===== config.mk =====
export PLATFORM = sky130hd
export DESIGN_NAME = control_sequencer
export DESIGN_NICKNAME = d
export VERILOG_FILES = /design/src/rtl/control_pkg.sv /design/src/rtl/instr_decode.sv /design/src/rtl/control_sequencer.sv
export SDC_FILE = /design/constraint.sdc
export NUM_CORES = 1
export LEC_CHECK = 0
export BUFFER_PORTS_ARGS = -buffer_cell sky130_fd_sc_hd__buf_2
export CAP_MARGIN = 30
export CORE_UTILIZATION = 54
export DETAILED_ROUTE_END_ITERATION = 10
export PLACE_DENSITY = 0.81
export SLEW_MARGIN = 25
export SYNTH_ARGS = -nofsm -noshare
export SYNTH_HDL_FRONTEND = slang
export SYNTH_SLANG_ARGS = --single-unit

===== constraint.sdc =====
create_clock -name clk -period 3.55 [get_ports clk]
set_input_delay 0.71 -clock clk [delete_from_list [all_inputs] [get_ports clk]]
set_output_delay 0.71 -clock clk [all_outputs]
set_load 0.01 [all_outputs]

===== src/rtl/control_pkg.sv =====
// Shared constants and types for the control sequencer.
// Opcode/funct encodings, ALU op codes, stage codes and FSM states.
package control_pkg;

    localparam logic [5:0] OP_RTYPE = 6'b000000;
    localparam logic [5:0] OP_ADDI  = 6'b001000;
    localparam logic [5:0] OP_BEQ   = 6'b000100;
    localparam logic [5:0] OP_HALT  = 6'b111111;

    localparam logic [5:0] FN_NOP = 6'b000000;
    localparam logic [5:0] FN_ADD = 6'b100000;
    localparam logic [5:0] FN_SUB = 6'b100010;
    localparam logic [5:0] FN_AND = 6'b100100;
    localparam logic [5:0] FN_OR  = 6'b100101;
    localparam logic [5:0] FN_SLT = 6'b101010;

    localparam logic [3:0] ALU_ADD = 4'b0000;
    localparam logic [3:0] ALU_SUB = 4'b0001;
    localparam logic [3:0] ALU_AND = 4'b0010;
    localparam logic [3:0] ALU_OR  = 4'b0011;
    localparam logic [3:0] ALU_SLT = 4'b0100;

    localparam logic [3:0] EN_IDLE   = 4'b0000;
    localparam logic [3:0] EN_FETCH  = 4'b1000;
    localparam logic [3:0] EN_DECODE = 4'b0001;
    localparam logic [3:0] EN_EXEC   = 4'b0010;
    localparam logic [3:0] EN_WB     = 4'b0100;

    typedef enum logic [2:0] {
        S_IDLE,
        S_FETCH,
        S_DECODE,
        S_EXECUTE,
        S_WRITEBACK,
        S_HALT
    } state_e;

endpackage


===== src/rtl/instr_decode.sv =====
// Combinational opcode/funct decoder.
// Unknown encodings flag illegal and fall back to a NOP.
module instr_decode
    import control_pkg::*;
(
    input  logic [5:0] opcode,
    input  logic [5:0] funct,
    output logic [3:0] alu_op,
    output logic       alu_src_imm,
    output logic       reg_write,
    output logic       dst_is_rt,
    output logic       is_branch,
    output logic       is_halt,
    output logic       illegal
);

    always_comb begin
        alu_op      = ALU_ADD;
        alu_src_imm = 1'b0;
        reg_write   = 1'b0;
        dst_is_rt   = 1'b0;
        is_branch   = 1'b0;
        is_halt     = 1'b0;
        illegal     = 1'b0;
        unique case (1'b1)
            opcode == OP_RTYPE: begin
                unique case (1'b1)
                    funct == FN_ADD: begin
                        alu_op    = ALU_ADD;
                        reg_write = 1'b1;
                    end
                    funct == FN_SUB: begin
                        alu_op    = ALU_SUB;
                        reg_write = 1'b1;
                    end
                    funct == FN_AND: begin
                        alu_op    = ALU_AND;
                        reg_write = 1'b1;
                    end
                    funct == FN_OR: begin
                        alu_op    = ALU_OR;
                        reg_write = 1'b1;
                    end
                    funct == FN_SLT: begin
                        alu_op    = ALU_SLT;
                        reg_write = 1'b1;
                    end
                    funct == FN_NOP: illegal = 1'b0;
                    default:         illegal = 1'b1;
                endcase
            end
            opcode == OP_ADDI: begin
                alu_src_imm = 1'b1;
                reg_write   = 1'b1;
                dst_is_rt   = 1'b1;
            end
            opcode == OP_BEQ: begin
                alu_op    = ALU_SUB;
                is_branch = 1'b1;
            end
            opcode == OP_HALT: is_halt = 1'b1;
            default:           illegal = 1'b1;
        endcase
    end

endmodule


===== src/rtl/control_sequencer.sv =====
// Multi-cycle FETCH/DECODE/EXECUTE/WRITEBACK sequencer.
// Drives register-file addresses, write enable and the PC.
module control_sequencer
    import control_pkg::*;
#(
    parameter int              PC_W     = 32,
    parameter logic [PC_W-1:0] RESET_PC = '0
) (
    input  logic            clk,
    input  logic            rst_n,
    input  logic            start,
    output logic            instr_req,
    input  logic            instr_valid,
    input  logic [31:0]     instr,
    input  logic            alu_zero,
    output logic [PC_W-1:0] pc,
    output logic [4:0]      address1,
    output logic [4:0]      address2,
    output logic [4:0]      address3,
    output logic [3:0]      en,
    output logic            enw,
    output logic [3:0]      alu_op,
    output logic            alu_src_imm,
    output logic [31:0]     imm,
    output logic            busy,
    output logic            halted,
    output logic            illegal
);

    localparam logic [PC_W-1:0] PC_STEP = PC_W'(4);

    state_e          state;
    logic            wr_q;
    logic            branch_q;
    logic            halt_q;
    logic            taken_q;
    logic [3:0]      dec_alu_op;
    logic            dec_src_imm;
    logic            dec_reg_write;
    logic            dec_dst_is_rt;
    logic            dec_branch;
    logic            dec_halt;
    logic            dec_illegal;
    logic [4:0]      dst;
    logic [PC_W-1:0] br_off;

    // Decode straight off the fetch bus so fields are valid in DECODE
    instr_decode u_dec (
        .opcode      (instr[31:26]),
        .funct       (instr[5:0]),
        .alu_op      (dec_alu_op),
        .alu_src_imm (dec_src_imm),
        .reg_write   (dec_reg_write),
        .dst_is_rt   (dec_dst_is_rt),
        .is_branch   (dec_branch),
        .is_halt     (dec_halt),
        .illegal     (dec_illegal)
    );

    assign dst    = dec_dst_is_rt ? instr[20:16] : instr[15:11];
    assign br_off = PC_W'($signed({imm, 2'b00}));

    always_ff @(posedge clk) begin
        if (!rst_n) begin
            state       <= S_IDLE;
            pc          <= RESET_PC;
            instr_req   <= 1'b0;
            address1    <= '0;
            address2    <= '0;
            address3    <= '0;
            en          <= EN_IDLE;
            enw         <= 1'b0;
            alu_op      <= ALU_ADD;
            alu_src_imm <= 1'b0;
            imm         <= '0;
            busy        <= 1'b0;
            halted      <= 1'b0;
            illegal     <= 1'b0;
            wr_q        <= 1'b0;
            branch_q    <= 1'b0;
            halt_q      <= 1'b0;
            taken_q     <= 1'b0;
        end else begin
            unique case (state)
                S_IDLE: begin
                    if (start) begin
                        state     <= S_FETCH;
                        en        <= EN_FETCH;
                        instr_req <= 1'b1;
                        busy      <= 1'b1;
                    end
                end
                S_FETCH: begin
                    if (instr_valid) begin
                        state       <= S_DECODE;
                        en          <= EN_DECODE;
                        instr_req   <= 1'b0;
                        address1    <= instr[25:21];
                        address2    <= instr[20:16];
                        address3    <= dst;
                        imm         <= {{16{instr[15]}}, instr[15:0]};
                        alu_op      <= dec_alu_op;
                        alu_src_imm <= dec_src_imm;
                        illegal     <= dec_illegal;
                        wr_q        <= dec_reg_write && (dst != 5'd0);
                        branch_q    <= dec_branch;
                        halt_q      <= dec_halt;
                    end
                end
                S_DECODE: begin
                    illegal <= 1'b0;
                    if (halt_q) begin
                        state  <= S_HALT;
                        en     <= EN_IDLE;
                        busy   <= 1'b0;
                        halted <= 1'b1;
                    end else begin
                        state <= S_EXECUTE;
                        en    <= EN_EXEC;
                    end
                end
                S_EXECUTE: begin
                    state   <= S_WRITEBACK;
                    en      <= EN_WB;
                    enw     <= wr_q;
                    taken_q <= branch_q & alu_zero;
                end
                S_WRITEBACK: begin
                    state     <= S_FETCH;
                    en        <= EN_FETCH;
                    instr_req <= 1'b1;
                    enw       <= 1'b0;
                    pc        <= pc + PC_STEP + (taken_q ? br_off : '0);
                end
                S_HALT: state <= S_HALT;
                default: state <= S_IDLE;
            endcase
        end
    end

endmodule

# After elaboration in Yosys (flattened, before gate mapping)

Cells that the tools add are included.
Widths: inputs -> output; s select.

Register bits after elaboration: 84
Input bits: 37
Output and inout bits: 93
Word-level logic and storage cells: 84

Add/subtract/negate cells: 2
Equality and inequality tests: 16
Mux-type cells: 27
Bitwise operators: 1
Reduce and logical (&&, ||, !) cells: 20

Operators by type and width:

| kind                  | count |
|---|---|
| $eq 6x6->1 const B    | 6 |
| $add 32x3->32 const B | 1 |
| $add 32x32->32        | 1 |
| $mux 32               | 1 |
| $pmux 4 s5            | 1 |
| $pmux 3 s6            | 1 |
| $logic_not 6->1       | 2 |
| $pmux 3 s4            | 1 |
| $pmux 1 s2            | 5 |
| $reduce_bool 5->1     | 2 |
| $mux 1                | 9 |
| $mux 3                | 3 |
| $reduce_and 3->1      | 3 |
| $mux 4                | 2 |
| $reduce_and 2->1      | 4 |
| $eq 3x2->1 const B    | 2 |
| $eq 3x3->1 const B    | 2 |
| $eq 6x3->1 const B    | 1 |
| $eq 6x4->1 const B    | 1 |
| $ne 2x2->1 const B    | 3 |
| $pmux 3 s2            | 1 |
| $reduce_bool 2->1     | 3 |
| $reduce_or 6->1       | 1 |
| $mux 5                | 1 |
| 9 further kinds       | 9 |

# Depth between registers and ports, before layout

Gate-level depths: netlist of run 1.

Word-level depth: 6
Mapped depth: 13
Depth with buffers taken out: 12

# Hierarchy

From an unflattened synthesis of run 1, not the netlist that was laid out.

Cells, all modules: 712
Area, all modules: 5597.9 um^2

By module, submodules not included:

| module            | times used | cells each | area each (um^2) | seq. area each (um^2) |
|---|---|---|---|---|
| control_sequencer | 1          | 680        | 5387.7           | 1641.6 |
| instr_decode      | 1          | 32         | 210.2            | 0.0 |

# Worst setup path before layout of run 1

No wires, ideal clock.

Path kind: register to register
Start point: register imm[15]
End point: register pc[29]
Setup time: 64 ps
Arrival time: 3111 ps
Path slack: 375 ps
Stages on the path, launching flop included: 12
Path buffers: 1
Cell sequence: dfxtp_1 -> nand2_1 -> buf_1 -> xnor2_1 -> ha_1 -> a21oi_1 -> o21ai_0 -> nor2_1 -> and4_1 -> o21a_1 -> or3_1 -> nand4_1

Longest elaborated chain between the ends: 2

Ends and longest elaborated chain:

| element                  | line                     | source |
|---|---|---|
| start: declaration       | control_sequencer.sv:24  | `output logic [31:0] imm,` |
| start signal: assignment | control_sequencer.sv:101 | `imm <= {{16{instr[15]}}, instr[15:0]};` |
| $mux 32                  | control_sequencer.sv:133 | `pc <= pc + PC_STEP + (taken_q ? br_off : '0);` |
| $add 32x32->32           | control_sequencer.sv:133 |  |
| end signal: assignment   | control_sequencer.sv:133 |  |
| end: declaration         | control_sequencer.sv:16  | `output logic [PC_W-1:0] pc,` |

No other way between the ends.
A chain may end at the register's enable or synchronous reset.

# Final worst setup path of run 1

Start point: register taken_q
End point: register pc[31]

Longest elaborated chain between the ends: 2

Ends and longest elaborated chain:

| element                  | line                     | source |
|---|---|---|
| start: declaration       | control_sequencer.sv:36  | `logic taken_q;` |
| start signal: assignment | control_sequencer.sv:126 | `taken_q <= branch_q & alu_zero;` |
| $mux 32                  | control_sequencer.sv:133 |  |
| $add 32x32->32           | control_sequencer.sv:133 |  |

No other way between the ends.

==> flow_summary.yaml, run 1 <==
placement:
  hpwl_um: 10200
  placed_cells: 903
  port-buffer-count: 126
  postPlaceCellArea_um2: 5880
  routabilityCongestion: 0.963
global_routing:
  grt_max_degree: 62
  grt_pass1_vias: 4827
  grt_pass1_wl_um: 22100
  antenna_found_initial: 0
  grt_usage: 0.268
  overflow: 0
worst_hold_path:
  min_path_cells: 2
  hold_start: "address2[4]"
  hold_path_class: "reg -> reg"
  hold_end: "address2[4]"
route:
  viasPerCell: 5.74
  drt-total-wl_um: 13600
  vias: 5272
  drc: 0
  wl_per_cell_um: 14.9
  antenna_left: 0
  drt_iter0_drc: 219
  drt_pass1_iterations: 5
timing:
  setup_tns_ns: 0
  final_max_slew_viol_count: 0
  fin_crit_ns: 3.28
  max_freq_ghz: 0.304
  finalCritPeriodShare: 0.925
  max-slew-margin-rel: 0.513
  grt_setup_unrepaired: "no"
  hold_viol_final: 0
  setup_viol: 0
  skew_ns: 0.0121
  tightest_slew_ns: 0.730
floorplan:
  num_rows: 35
  die_w_um: 101
  die_h_um: 101
  core-area_um2: 9370
  ios: 130
  die-area_um2: 10200
  start_util: 0.565
finish:
  nNetsFinal: 866
  layout_common_cells: "buf_2 (126), nand2_1 (105), a21oi_1 (83), dfxtp_1 (81), nor2_1 (53)"
  area_growth_pct: 15.1
  layout_commonest_cell: "buf_2"
  stdcell_area_um2: 6100
  layout-drive-gt1-share: 0.199
  fin_cells: 918
  n_antenna_cell: 0
worst_setup_path:
  crit_path_start: "taken_q"
  rrSetupSlack_ns: 0.27
  worst_r2r_path_depth: 11
  r2r_start: "taken_q"
  crit_path_top_delay_cell: "dfxtp_1"
  rr_endpoint: "pc[31]"
  crit_chain: "buf_4, nand2_1, xnor2_1, ha_1, a21oi_1, o21ai_0, nor2_1, and4_1, nor3_1, o2111ai_1, nand4_1"
  worstPathRequired_ns: 3.84
  end_kind: "register"
  crit_path_start_kind: "register"
  path_class: "reg -> reg"
  cp_max_fo: 16
  arrival_ns: 3.57
  cp_slowest_stage_delay_ns: 0.54
power:
  power_leakage_nw: 2.87
  p_per_area_nw_per_um2: 315
  total_power_mw: 1.92
  peakVddDrop_mv: 0.245
cts:
  clockBufferDepth: 2
  htree_num_levels: 3
  cts-root-buf: "clkbuf_8"
  hold_buffers: 0
  cts_made_buffers: 9
  cts_tree: "done"
  cts-resized-gates: 0
  clk_pin_slew_ns: 0.09
  insertion_delay_ns: 0.35
  post_cts_buffers: 0
  cts.sinks: 81
logic_synthesis:
  yosysWarningCount: 0
  synth_ff_type: "dfxtp_1"
  ys_seq_elements: 81
  synth.area.top_cells: "dfxtp_1 (31%), ha_1 (10%), a21oi_1 (7.8%)"
  seq_area_frac_synth: 0.306
  ys_types: 56
  netlist_area_um2: 5300
  syn_avg_cell_area_um2: 7.66
  synthCells: 692
  synth_edf_count: 0
  synth-async-reset-ratio: 0
  netlist.area_leader.share: 0.306
  synth_top_area_cell: "dfxtp_1"
status:
  run_status: "complete, no violations"
flow_run:
  cap_violations: 0
[per-layer routing]
layer	routed length [µm]	global-route usage	part of all wire
met2	6530	0.456	0.48
met4	237	0.0914	0.017
met3	909	0.0451	0.067
met1	5960	0.342	0.44
met5	0	0	0
[sequential cells by signal, indices dropped and copies added (netlist names)]
register	count
address2	5
imm	16
en	4
pc	30
instr_req	1
address1	5
busy	1
halted	1
alu_src_imm	1
halt_q	1
branch_q	1
taken_q	1
alu_op	3
illegal	1
enw	1
state	3
wr_q	1
address3	5
[logic make-up (layout without fill, tap and decap cells)]
| kind of cell | after synthesis | after routing | synth area share |
|---|---|---|---|
| simple gates | 279 | 279 | 0.254 |
| other cells | 1 | 3 | 0.000708 |
| xor+xnor | 25 | 25 | 0.0413 |
| fa+ha+maj | 44 | 44 | 0.105 |
| flops | 81 | 81 | 0.306 |
| mux | 7 | 7 | 0.0132 |
| buf+inv | 67 | 162 | 0.0609 |
| compound gates | 188 | 188 | 0.218 |
[report_power, final]
group          switching [mW]  internal (mW)
clock network           0.358          0.396
logic                   0.129         0.0765
registers              0.0235          0.938
total                   0.511           1.41
[Yosys cell counts (all sizes together), types with 21 or more instances]
master	n
nand2	105
a21oi	83
dfxtp	81
nor2	53
ha	43
clkbuf	30
o21ai	27
buf	24
and3	22
nand3	22
xnor2	22
and2	21
[area by class of cell]
type / count / area [µm²]
clock inverters: 6 / 90.1
well taps: 129 / 161
repair buffers: 134 / 691
flip-flops and latches: 81 / 1620
fillers: 854 / 3270
inverters: 13 / 48.8
multi-input cells: 546 / 3360
clock buffers: 9 / 124
[metrics by stage]
stage                     hold slack [ns]  worst slack [ns]   util
final                               0.456             0.266  0.651
after floorplan                     0.429             0.375      -
after global routing                0.482           0.00845  0.651
after detailed placement            0.445             0.344  0.628
after global placement              0.439             0.480  0.628
after CTS                           0.458             0.301  0.651
[critical path: cells and delay by family, from the launching register on]
family	cells	cell delay (ns)
and+or+nand+nor	5	1.17
AOI/OAI and AO/OA	3	0.60
DFF	1	0.54
adders and majority gates	1	0.40
buffers and inverters	1	0.28
xor gates and xnor gates	1	0.24
[worst max-delay path by stage]
stage                  end  depth (start not counted)
floorplan           pc[29]                         11
finish              pc[31]                         11
global route        pc[31]                         11
global placement    pc[31]                         11
detailed placement  pc[29]                         11
CTS                 pc[29]                         11
(Power assumes the default switching activity.)
==> run 2: changes to the inputs <==
- CORE_UTILIZATION: 54 -> 55
- REMOVE_ABC_BUFFERS: default -> 1
- SYNTH_HIERARCHICAL: default -> 1
- TNS_END_PERCENT: default -> 50
==> run 2 against run 1 <==
Net effect: synthesized area is 5.6% higher; wire length is 3.9% higher; sequential cell count is 1 higher; total power is 5.6% lower; register-to-register slack better by 0.04 ns; fmax is 1.3% higher; clock power is 14% lower; largest cell class unchanged; highest routed layer unchanged.
==> flow_summary.yaml, run 2 <==
timing:
  grt_setup_unrepaired: "no"
  fin_crit_ns: 3.24
  setup_viol: 0
  setup_tns_ns: 0
  tightest_slew_ns: 0.766
  max_freq_ghz: 0.308
  worst_slack_ns: 0.307
  max-slew-margin-rel: 0.488
  skew_ns: 0.0139
  final_max_slew_viol_count: 0
  finalCritPeriodShare: 0.914
  hold_viol_final: 0
placement:
  routabilityCongestion: 0.893
  port-buffer-count: 127
  preCtsSetupSlack_ns: 0.328
  hpwl_um: 10600
power:
  p_per_area_nw_per_um2: 284
  seqPwrFrac: 0.534
  swShare: 0.290
  peakVddDrop_mv: 0.252
  pwr-share-clk: 0.356
  intPower_mw: 1.29
  power_leakage_nw: 2.92
  combPwrFrac: 0.110
  p_sw_mw: 0.526
global_routing:
  grt_pass1_wl_um: 22900
  antenna_found_initial: 0
  grt_pass1_vias: 4848
  grt_usage: 0.275
  grt_max_degree: 69
  overflow: 0
cts:
  clockBufferDepth: 2
  htree_num_levels: 3
  hold_buffers: 0
  clk_pin_slew_ns: 0.10
  insertion_delay_ns: 0.37
  cts-root-buf: "clkbuf_8"
  post_cts_buffers: 0
  cts-resized-gates: 0
  cts_made_buffers: 9
  cts.sinks: 82
  cts_tree: "done"
finish:
  area_growth_pct: 13.9
  n_antenna_cell: 0
  multiInputGateArea_um2: 3630
  layout_commonest_cell: "nand2_1"
  layout-drive-gt1-share: 0.207
  register_area_um2: 1640
  regMostFlops: "pc"
  nNetsFinal: 884
  layout_common_cells: "nand2_1 (130), buf_2 (127), dfxtp_1 (82), ha_1 (43), a21boi_0 (42)"
  largest_registers: "pc x30, imm x16"
  fin_util: 0.650
  fillCellCount: 883
  largest_reg_flops: 30
logic_synthesis:
  netlist_area_um2: 5600
  synth_top_area_cell: "dfxtp_1"
  synth-async-reset-ratio: 0
  synth_ff_type: "dfxtp_1"
  ys_top_cells_by_count: "nand2_1 (130), dfxtp_1 (82), ha_1 (43)"
  netlist.area_leader.share: 0.293
  synth_edf_count: 0
  ys_seq_elements: 82
  yosysWarningCount: 6
  syn_avg_cell_area_um2: 7.86
  synthCells: 712
  yosysMostFrequentCell: "nand2_1"
  seq_area_frac_synth: 0.293
  ys_types: 61
  synth.area.top_cells: "dfxtp_1 (29%), ha_1 (9.6%), nand2_1 (8.7%)"
route:
  viasPerCell: 5.70
  drt_pass1_iterations: 5
  vias: 5360
  drt-total-wl_um: 14200
  antenna_left: 0
  wl_per_cell_um: 15.1
  drc: 0
  drt_iter0_drc: 164
worst_setup_path:
  rrSetupSlack_ns: 0.31
  end_kind: "register"
  path_class: "reg -> reg"
  crit_path_start_kind: "register"
  crit_path_start: "taken_q"
  r2r_start: "taken_q"
  worstPathRequired_ns: 3.87
  worst_r2r_path_depth: 12
  crit_end: "pc[25]"
  rr_endpoint: "pc[25]"
  cp_max_fo: 18
  arrival_ns: 3.56
floorplan:
  die_h_um: 103
  start_util: 0.570
  die-area_um2: 10600
  ios: 130
  die_w_um: 103
  num_rows: 36
  core-area_um2: 9820
worst_hold_path:
  min_path_cells: 2
  hold_path_class: "reg -> reg"
flow_run:
  cap_violations: 0
status:
  run_status: "complete, no violations"
## run 2: changes by cell type in the layout (fill, tap and decap cells not counted), moves of 6 or more
| cell | delta |
|---|---|
| o21bai_1 | +6 |
| a21oi_1 | -43 |
| o211a_1 | +8 |
| and3_1 | -9 |
| nand2_1 | +25 |
| o21ai_0 | +14 |
| a21o_1 | -8 |
| a31oi_1 | -8 |
| and2_1 | +16 |
| nor2_1 | -26 |
| a21boi_0 | +39 |
## run 2: worst min path at each step
stage	from	to	slack [ns]
final	illegal	illegal	0.46
after global routing	illegal	illegal	0.48
after CTS	illegal	illegal	0.46
after detailed placement	illegal	illegal	0.44
after global placement	illegal	illegal	0.44
after floorplan	wr_q	enw	0.44
## run 2: final cells by class
cell class / instances / share of cell area
clock inverters: 6 / 0.00765
repair buffers: 138 / 0.115
clock buffers: 10 / 0.0200
well taps: 133 / 0.0261
multi-input cells: 562 / 0.568
flip-flops and latches: 82 / 0.257
inverters: 10 / 0.00588
## run 2: per-stage QoR
step	instance area, µm²	instances	hold slack [ns]	power [mW]
floorplan	5310	654	0.441	1.08
global placement	6200	925	0.439	1.18
detailed placement	6200	925	0.444	1.19
CTS	6380	941	0.459	1.82
global route	6380	941	0.480	1.88
finish	6380	941	0.461	1.81
## run 2: kinds of logic (layout without fill, tap and decap cells)
group,after synthesis,after routing,share of synthesized area
flip-flops,82,82,0.293
AO/OA/AOI/OAI,189,189,0.229
multiplexers,9,9,0.0163
XOR/XNOR,32,32,0.0501
other,2,3,0.00134
buffers and inverters,69,164,0.0597
AND/OR/NAND/NOR,285,285,0.251
adder cells (fa/ha/maj),44,44,0.0997
## run 2: worst max-delay path: stages (launching register included)
cell       delay, ns
dfxtp_1         0.43
buf_4           0.25
and2_1          0.17
ha_1            0.23
ha_1            0.41
nand3_2         0.13
a211oi_2        0.23
a21oi_2         0.13
buf_4           0.17
a2111oi_2       0.31
a211oi_1        0.14
or4b_1          0.52
nand3_1         0.08
## run 2: power by group through the flow
stage,Clock [mW],Sequential (mW),Combinational (mW)
final,0.646,0.968,0.200
after global placement,0,0.988,0.193
after floorplan,0,1.01,0.0781
after global routing,0.688,0.973,0.223
after detailed placement,0,0.990,0.199
after CTS,0.656,0.968,0.200
## run 2: layer usage
layer / vias to the layer above / GRT usage / share of wire
li1: 2662 / - / -
met1: 2503 / 0.361 / 0.46
met2: 171 / 0.445 / 0.46
met3: 24 / 0.0447 / 0.055
met4: 0 / 0.126 / 0.023
met5: - / 0 / 0
==> run 3: changes to the inputs <==
- CELL_PAD_IN_SITES_DETAIL_PLACEMENT: default -> 1
- CELL_PAD_IN_SITES_GLOBAL_PLACEMENT: default -> 2
- CORE_UTILIZATION: 55 -> 31
- PLACE_DENSITY: 0.81 -> default
- PLACE_DENSITY_LB_ADDON: default -> 0.1
==> run 3 against run 2 <==
Net effect: non-clock buffer count rose by 1; largest cell class unchanged; critical path type unchanged; first-iteration DRC count rose by 7.9%; critical path depth is 1 lower; utilization fell by 27 points; sequential cell count did not move.
==> flow_summary.yaml, run 3 (synthesis results as in run 2) <==
status:
  run_status: "complete, no violations"
global_routing:
  grt_use_met2: 0.322
  grt_usage: 0.198
  grtUsageMet3: 0.0436
  grt_pass1_vias: 5526
  grt_pass1_wl_um: 28600
  grt.busiest_layer: "met2"
  antenna_found_initial: 1
  grt_use_met1: 0.257
  overflow: 0
  grt_max_degree: 47
worst_setup_path:
  crit_path_start_kind: "register"
  arrival_ns: 3.53
  crit_path_top_delay_cell: "fa_1"
  worstPathRequired_ns: 3.83
  cp_slowest_stage_delay_ns: 0.43
  crit_chain: "and2_1, ha_1, ha_1, fa_1, a211oi_1, o211ai_1, a21oi_2, o21ai_0, o31ai_1, mux2i_1, mux2i_1"
  rr_endpoint: "pc[31]"
  rrSetupSlack_ns: 0.30
  r2r_start: "imm[1]"
  cp_max_fo: 5
  path_class: "reg -> reg"
  worst_r2r_path_depth: 11
  end_kind: "register"
timing:
  worst_slack_ns: 0.297
  max-slew-margin-rel: 0.418
  setup_tns_ns: 0
  grt_setup_unrepaired: "no"
  tightest_slew_ns: 0.872
  skew_ns: 0.00889
  max_freq_ghz: 0.307
  fin_crit_ns: 3.25
  hold_viol_final: 0
  final_max_slew_viol_count: 0
  finalCritPeriodShare: 0.916
  setup_viol: 0
finish:
  layout_commonest_cell: "nand2_1"
  largest_reg_flops: 30
  regMostFlops: "pc"
  layout_common_cells: "nand2_1 (130), buf_2 (127), dfxtp_1 (82), ha_1 (43), a21boi_0 (42)"
  largest_registers: "pc x30, imm x16"
  layout-drive-gt1-share: 0.210
  nNetsFinal: 885
  n_antenna_cell: 0
  fillCellCount: 2159
  area_growth_pct: 18.5
cts:
  cts_made_buffers: 9
  cts_tree: "done"
  htree_num_levels: 3
  cts-resized-gates: 0
  insertion_delay_ns: 0.35
  cts-root-buf: "clkbuf_16"
  clk_pin_slew_ns: 0.07
  post_cts_buffers: 0
  clockBufferDepth: 2
  hold_buffers: 0
  cts.sinks: 82
floorplan:
  core-area_um2: 17500
  num_rows: 48
  die_h_um: 136
  die_w_um: 136
  ios: 130
  die-area_um2: 18600
  start_util: 0.320
placement:
  routabilityCongestion: 0.806
  preCtsSetupSlack_ns: 0.268
  port-buffer-count: 127
  hpwl_um: 13200
worst_hold_path:
  hold_start: "illegal"
  hold_end: "illegal"
  hold_path_class: "reg -> reg"
  min_path_cells: 2
flow_run:
  cap_violations: 0
power:
  peakVddDrop_mv: 0.215
  power_leakage_nw: 2.99
  p_per_area_nw_per_um2: 331
route:
  viasPerCell: 5.12
  drc: 0
  vias: 5290
  wl_per_cell_um: 16.9
  drt-total-wl_um: 17400
  drt_pass1_iterations: 4
  drt_iter0_drc: 177
  antenna_left: 0
[run 3: metal layers]
layer  up-vias  part of all wire
li1       2658                 -
met3        23             0.045
met5         -           0.00080
met2        95              0.45
met1      2512              0.49
met4         2             0.016
[run 3: worst max path at each step]
stage,start,to,slack [ns],depth (start not counted)
finish,imm[1],pc[31],0.30,11
global route,imm[1],pc[31],0.04,11
CTS,imm[1],pc[31],0.23,11
detailed placement,imm[1],pc[31],0.27,11
global placement,taken_q,pc[31],0.38,13
floorplan,imm[15],pc[26],-1.01,10
[run 3: stage by stage]
step | instance area [µm²] | hold WS, ns | cells | util | power (mW)
after floorplan | 5310 | 0.441 | 654 | - | 1.08
after global routing | 6630 | 0.489 | 1034 | 0.379 | 2.29
after CTS | 6620 | 0.460 | 1033 | 0.379 | 2.23
after global placement | 6310 | 0.446 | 1017 | 0.361 | 1.19
final | 6630 | 0.458 | 1034 | 0.379 | 2.19
after detailed placement | 6310 | 0.447 | 1017 | 0.361 | 1.20
[run 3: cell type report]
cell class / instances / area, µm² / area share
inverter: 10 / 37.5 / 0.00566
tap: 225 / 282 / 0.0425
clock buffer: 9 / 225 / 0.0340
clock inverter: 7 / 85.1 / 0.0128
multi-input combinational: 562 / 3630 / 0.547
timing repair buffer: 139 / 733 / 0.111
sequential: 82 / 1640 / 0.248
[run 3: power breakdown]
group	leakage, nW	internal [mW]	switching [mW]
sequential	0.664	0.947	0.0224
combinational	2.18	0.0793	0.126
clock	0.146	0.560	0.457
[run 3: critical path, delay by kind of cell (launching register included)]
kind | cells | cell delay [ns]
simple gates | 1 | 0.16
flops | 1 | 0.32
compound gates | 5 | 1.32
fa+ha+maj | 3 | 0.93
mux | 2 | 0.46
